==> src/rtl/aes_inv_round_core.sv <==
// One AES decryption round without InvSubBytes: InvShiftRows(InvMixColumns(block ^ key)).
// Build option AES_INV_ROUND_PARALLEL_EN mixes all four columns in one cycle instead of one per cycle.
`ifndef AES_BLOCK_SIZE
`define AES_BLOCK_SIZE 128
`endif

module aes_inv_round_core (
   input  logic                       Clk,
   input  logic                       Rst_n,
   input  logic                       In_valid,
   output logic                       In_ready,
   input  logic [`AES_BLOCK_SIZE-1:0] In_block,
   input  logic [`AES_BLOCK_SIZE-1:0] In_key,
   input  logic                       Mix_en,
   output logic                       Out_valid,
   input  logic                       Out_ready,
   output logic [`AES_BLOCK_SIZE-1:0] Out_block
);

   localparam int BW = `AES_BLOCK_SIZE;

   typedef enum logic [1:0] {IDLE, MIX, OUT} state_t;

   state_t          state_q, state_d;
   logic            ready_en_q;
   logic            accept;
   logic            mix_last;
   logic [BW-1:0]   buf_q;
   logic [BW-1:0]   buf_mixed;
   logic [BW-1:0]   out_q;
   logic [BW-1:0]   key_added;

   function automatic logic [7:0] xt(input logic [7:0] x);
      return {x[6:0], 1'b0} ^ (x[7] ? 8'h1b : 8'h00);
   endfunction

   function automatic logic [31:0] inv_mix_col(input logic [31:0] col);
      logic [7:0] a [4];
      logic [7:0] x2 [4];
      logic [7:0] x4 [4];
      logic [7:0] x8 [4];
      logic [7:0] m09 [4];
      logic [7:0] m0b [4];
      logic [7:0] m0d [4];
      logic [7:0] m0e [4];
      logic [31:0] res;
      for (int r = 0; r < 4; r++) begin
         a[r]   = col[8*r +: 8];
         x2[r]  = xt(a[r]);
         x4[r]  = xt(x2[r]);
         x8[r]  = xt(x4[r]);
         m09[r] = x8[r] ^ a[r];
         m0b[r] = x8[r] ^ x2[r] ^ a[r];
         m0d[r] = x8[r] ^ x4[r] ^ a[r];
         m0e[r] = x8[r] ^ x4[r] ^ x2[r];
      end
      res[7:0]   = m0e[0] ^ m0b[1] ^ m0d[2] ^ m09[3];
      res[15:8]  = m09[0] ^ m0e[1] ^ m0b[2] ^ m0d[3];
      res[23:16] = m0d[0] ^ m09[1] ^ m0e[2] ^ m0b[3];
      res[31:24] = m0b[0] ^ m0d[1] ^ m09[2] ^ m0e[3];
      return res;
   endfunction

   // Row r rotates right by r columns: out byte 4c+r takes in byte 4((c-r) mod 4)+r.
   function automatic logic [BW-1:0] inv_shift_rows(input logic [BW-1:0] s);
      logic [BW-1:0] res;
      res = '0;
      for (int c = 0; c < 4; c++) begin
         for (int r = 0; r < 4; r++) begin
            res[8*(4*c+r) +: 8] = s[8*(4*((c - r + 4) % 4) + r) +: 8];
         end
      end
      return res;
   endfunction

   assign key_added = In_block ^ In_key;
   assign In_ready  = ready_en_q && (state_q == IDLE);
   assign Out_valid = (state_q == OUT);
   assign Out_block = out_q;

`ifdef AES_INV_ROUND_PARALLEL_EN
   assign mix_last = 1'b1;

   always_comb begin
      buf_mixed = buf_q;
      for (int c = 0; c < 4; c++) begin
         buf_mixed[32*c +: 32] = inv_mix_col(buf_q[32*c +: 32]);
      end
   end
`else
   logic [1:0] col_q;

   assign mix_last = (col_q == 2'd3);

   always_comb begin
      buf_mixed = buf_q;
      buf_mixed[{col_q, 5'd0} +: 32] = inv_mix_col(buf_q[{col_q, 5'd0} +: 32]);
   end

   always_ff @(posedge Clk or negedge Rst_n) begin
      if (!Rst_n) begin
         col_q <= 2'd0;
      end else if (accept) begin
         col_q <= 2'd0;
      end else if (state_q == MIX) begin
         col_q <= col_q + 2'd1;
      end
   end
`endif

   always_comb begin
      state_d = state_q;
      accept  = 1'b0;
      unique case (state_q)
         IDLE: begin
            if (In_valid && ready_en_q) begin
               accept  = 1'b1;
               state_d = Mix_en ? MIX : OUT;
            end
         end
         MIX:     if (mix_last) state_d = OUT;
         OUT:     if (Out_ready) state_d = IDLE;
         default: state_d = IDLE;
      endcase
   end

   always_ff @(posedge Clk or negedge Rst_n) begin
      if (!Rst_n) begin
         state_q    <= IDLE;
         ready_en_q <= 1'b0;
      end else begin
         state_q    <= state_d;
         ready_en_q <= 1'b1;
      end
   end

   // Result register loads on a bypass acceptance or on the last mix step; otherwise holds.
   always_ff @(posedge Clk or negedge Rst_n) begin
      if (!Rst_n) begin
         buf_q <= '0;
         out_q <= '0;
      end else if (accept) begin
         buf_q <= key_added;
         if (!Mix_en) out_q <= inv_shift_rows(key_added);
      end else if (state_q == MIX) begin
         buf_q <= buf_mixed;
         if (mix_last) out_q <= inv_shift_rows(buf_mixed);
      end
   end

endmodule
==> config.mk <==
export PLATFORM = sky130hd
export DESIGN_NAME = aes_inv_round_core
export DESIGN_NICKNAME = d
export VERILOG_FILES = /design/src/rtl/aes_inv_round_core.sv
export SDC_FILE = /design/constraint.sdc
export NUM_CORES = 1
export LEC_CHECK = 0
export CAP_MARGIN = 20
export CORE_UTILIZATION = 46
export DETAILED_ROUTE_END_ITERATION = 8
export PLACE_DENSITY_LB_ADDON = 0.12
export SLEW_MARGIN = 20
export SYNTH_ARGS = -nofsm -noshare
export SYNTH_HDL_FRONTEND = slang
export SYNTH_SLANG_ARGS = --single-unit
==> constraint.sdc <==
create_clock -name Clk -period 2.93 [get_ports Clk]
set_input_delay 0.586 -clock Clk [delete_from_list [all_inputs] [get_ports Clk]]
set_output_delay 0.586 -clock Clk [all_outputs]
set_load 0.005 [all_outputs]
==> key figures <==
Placement
  • Placed Cells: 2,580
  • Routability cong.: 0.946
  • Dpl hpwl: 42.4 mm
  • Dpl cell area: 0.0223 mm^2
  • Port bufs: 390

Clock network
  • Worst-path clk slew: approximately 0.070 ns
  • TritonCTS clock tree: done
  • Post-cts hold buffer count: 0
  • Max Buffers Root-to-Sink: 3
  • CTS root buffer: clkbuf_16
  • Clock Sinks: around 260
  • # H-tree levels: 1
  • Cts bufs inserted: 29
  • Worst-Skew Late Latency: approximately 0.57 ns

Synthesis
  • Gate Count Post-Synth: 1,656
  • Seq cells post-synth: around 260
  • Yosys Warn Count: 0
  • Top FF cell, synth: dfrtp_1
  • Fraction of registers with async set/reset: 100%
  • Syn nets: just under 2,000
  • EDFF count, synth: 0
  • Sequential share of the synthesized area: between 30% and 40%
  • Mapped Area: approximately 0.016 mm^2
  • Syn avg cell area: slightly below 10 um^2
  • Cell variety after synth: between 50 and 60

Timing
  • Final setup viols: 251
  • Fin crit period: roughly 3.4 ns
  • Min Hold Slack: around 0.0028 ns
  • Slew Limit Headroom: 45.8%
  • Worst clock skew: between 0.015 and 0.02 ns
  • Worst setup margin: -0.510 ns
  • Slew Viols, Final: 0
  • Final worst path period share: 117%
  • Final hold vios: 0
  • Fmax: 291 MHz
  • Unrepaired setup endpoints after global routing: true
  • Worst-Margin Slew: about 0.81 ns

Worst setup path
  • Crit path arrival time: around 3.9 ns
  • Reg2Reg Setup Slack: -0.51 ns
  • FF-to-FF Start: col_q[0]$_DFFE_PN0P_
  • Worst endpoint required time: ~3.4 ns
  • Worst R2R End: Out_block[58]$_DFFE_PN0P_
  • Element type at the critical path end: flip-flop
  • CP max FO: 7
  • Critical path type: reg -> reg
  • Critical Path Source Type: flip-flop
  • Reg2Reg Depth: 11

Outcome
  • Failing checks: negative setup slack
  • Status: complete, but fails checks

Floorplanning
  • I/O Pins: ~390
  • CORE AREA: 0.0347 mm^2
  • Chip width: approximately 190 um
  • DIE AREA: 0.0363 mm^2
  • Initial Util: a little under half
  • FP Rows: 68
  • Die height: ~190 um

Min path
  • Worst min path class: in -> async

Routing
  • Met3 routed wirelength: 4.80 mm
  • DRT iter0 DRCs: around 1,300
  • Pre-Repair DR Iteration Count: 5
  • Antenna-violating nets left: 0
  • Top sig layer: met4
  • Drt wl/cell: approximately 23 um
  • Wire length on met2: approximately 30 mm
  • Vias per cell: between 5 and 6
  • M1 WL: approximately 24 mm
  • DRC: 0
  • Final wirelength: 61.3 mm
  • Via count: around 16,000

Flow run
  • Max-cap violations: 0

Final layout
  • Post-route insts no fill: 2,714
  • Commonest non-fill, non-tap cell in the layout: clkdlybuf4s50_1
  • Fillers: between 2,000 and 2,500
  • Area grow syn2layout: 62.7%
  • ANT cells: 0
  • Share of layout cells above drive strength 1: between 30 and 40%
  • Commonest non-fill, non-tap cells in the layout: clkdlybuf4s50_1, dfrtp_1, buf_4, nand2_1, nor2_1
  • Layout net count: 2,504
  • Design Area, Final: between 0.02 and 0.03 mm^2

GRT
  • First-pass GRT wire length: 91.3 mm
  • Total track usage: between 30% and 40%
  • Largest net degree at the start of global routing: approximately 110
  • Initial antenna violation count: 0
  • Total grt overflow: 0
  • Vias in the first global route: approximately 16,000
state kept, by name, indices dropped and copies added (netlist names):
signal and count:
Out_block 128, buf_q 128, col_q 2, ready_en_q 1, state_q 2
cell families (layout without fill, tap and decap cells):
logic type / Yosys count / in the layout / share of synthesized area (%)
compound gates: 563 / 563 / 21.7
simple gates: 328 / 328 / 8.19
fa+ha+maj: 6 / 6 / 0.459
flops: 261 / 261 / 40.0
mux: 35 / 35 / 4.59
xor+xnor: 308 / 308 / 21.2
other cells: 1 / 1 / 0.0229
buf+inv: 154 / 757 / 3.92
timing repair:
action | CTS | global route
hold endpoints to repair | 0 | 0
gates resized for setup | 262 | 239
cloned | 2 | 0
endpoints found under the setup margin | 256 | 256
pin swaps | 119 | 181
setup buffers | 46 | 51
critical path, stage by stage, from the launching register on:
cell and delay (ns):
dfrtp_2 0.44, buf_12 0.19, buf_6 0.11, mux4_2 0.64, xnor2_4 0.27, xor3_2 0.43, buf_6 0.15, xor2_4 0.17
xnor2_4 0.31, buf_4 0.18, a221oi_2 0.05, o31ai_1 0.34
layer usage:
layer	global-route usage [%]	vias to the layer above
li1	-	7146
met1	43.3	7720
met3	5.54	135
met4	12.1	0
met2	54.0	750
met5	0	-
per-stage QoR:
stage	setup slack (ns)	utilization [%]	TNS [ns]
2_1_floorplan	-0.223	-	-9.61
3_3_place_gp	-0.445	64.1	-55.81
3_5_place_dp	-0.438	64.1	-64.18
4_1_cts	-0.373	72.6	-41.41
5_1_grt	-0.590	76.6	-75.43
6_report	-0.510	76.6	-56.84
layout make-up:
type,instances,area [um^2],share of cell area [%]
Inverter,24,90.1,0.339
Sequential cell,261,6530,24.6
Clock buffer,38,840,3.16
Timing Repair Buffer,680,6590,24.8
Tap cell,455,569,2.14
Multi-Input combinational cell,1241,11700,43.8
Clock inverter,15,307,1.15
how the worst max path moves through the flow:
stage          slack [ns]                 start                         end
3_3_place_gp        -0.45  col_q[0]$_DFFE_PN0P_  Out_block[106]$_DFFE_PN0P_
6_report            -0.51  col_q[0]$_DFFE_PN0P_   Out_block[58]$_DFFE_PN0P_
2_1_floorplan       -0.22  col_q[0]$_DFFE_PN0P_  Out_block[115]$_DFFE_PN0P_
5_1_grt             -0.59  col_q[0]$_DFFE_PN0P_   Out_block[58]$_DFFE_PN0P_
3_5_place_dp        -0.44  col_q[0]$_DFFE_PN0P_      buf_q[117]$_DFFE_PN0P_
4_1_cts             -0.37  col_q[0]$_DFFE_PN0P_  Out_block[124]$_DFFE_PN0P_
cell usage after synthesis, drive strengths merged, types with 2 or more instances:
| cell type | n | area [um^2] |
|---|---|---|
| or3 | 16 | 100 |
| nor4 | 3 | 18.8 |
| a21oi | 158 | 791 |
| nand2 | 144 | 541 |
| clkbuf | 108 | 405 |
| o221a | 3 | 33.8 |
| ha | 6 | 75.1 |
| buf | 22 | 145 |
| o21ai | 184 | 921 |
| o22ai | 26 | 163 |
| mux4 | 32 | 721 |
| a221oi | 87 | 806 |
| clkinv | 4 | 15.0 |
| nand3 | 15 | 75.1 |
| xor2 | 115 | 1020 |
| a22oi | 26 | 195 |
| o221ai | 15 | 131 |
| o2bb2ai | 4 | 35.0 |
| o211ai | 2 | 15.0 |
| xor3 | 7 | 168 |
| a211oi | 16 | 120 |
| inv | 20 | 75.1 |
| xnor2 | 149 | 1430 |
| dfrtp | 261 | 6530 |
| o21bai | 11 | 82.6 |
| xnor3 | 37 | 836 |
| nor2 | 135 | 507 |
| and3 | 4 | 25.0 |
| nand2b | 5 | 31.3 |
| a221o | 9 | 90.1 |
| mux2i | 3 | 30.0 |
| o31ai | 17 | 128 |
Power is not shown: default switching activity piles up to over one toggle a cycle in this logic, so the estimate is an artifact.
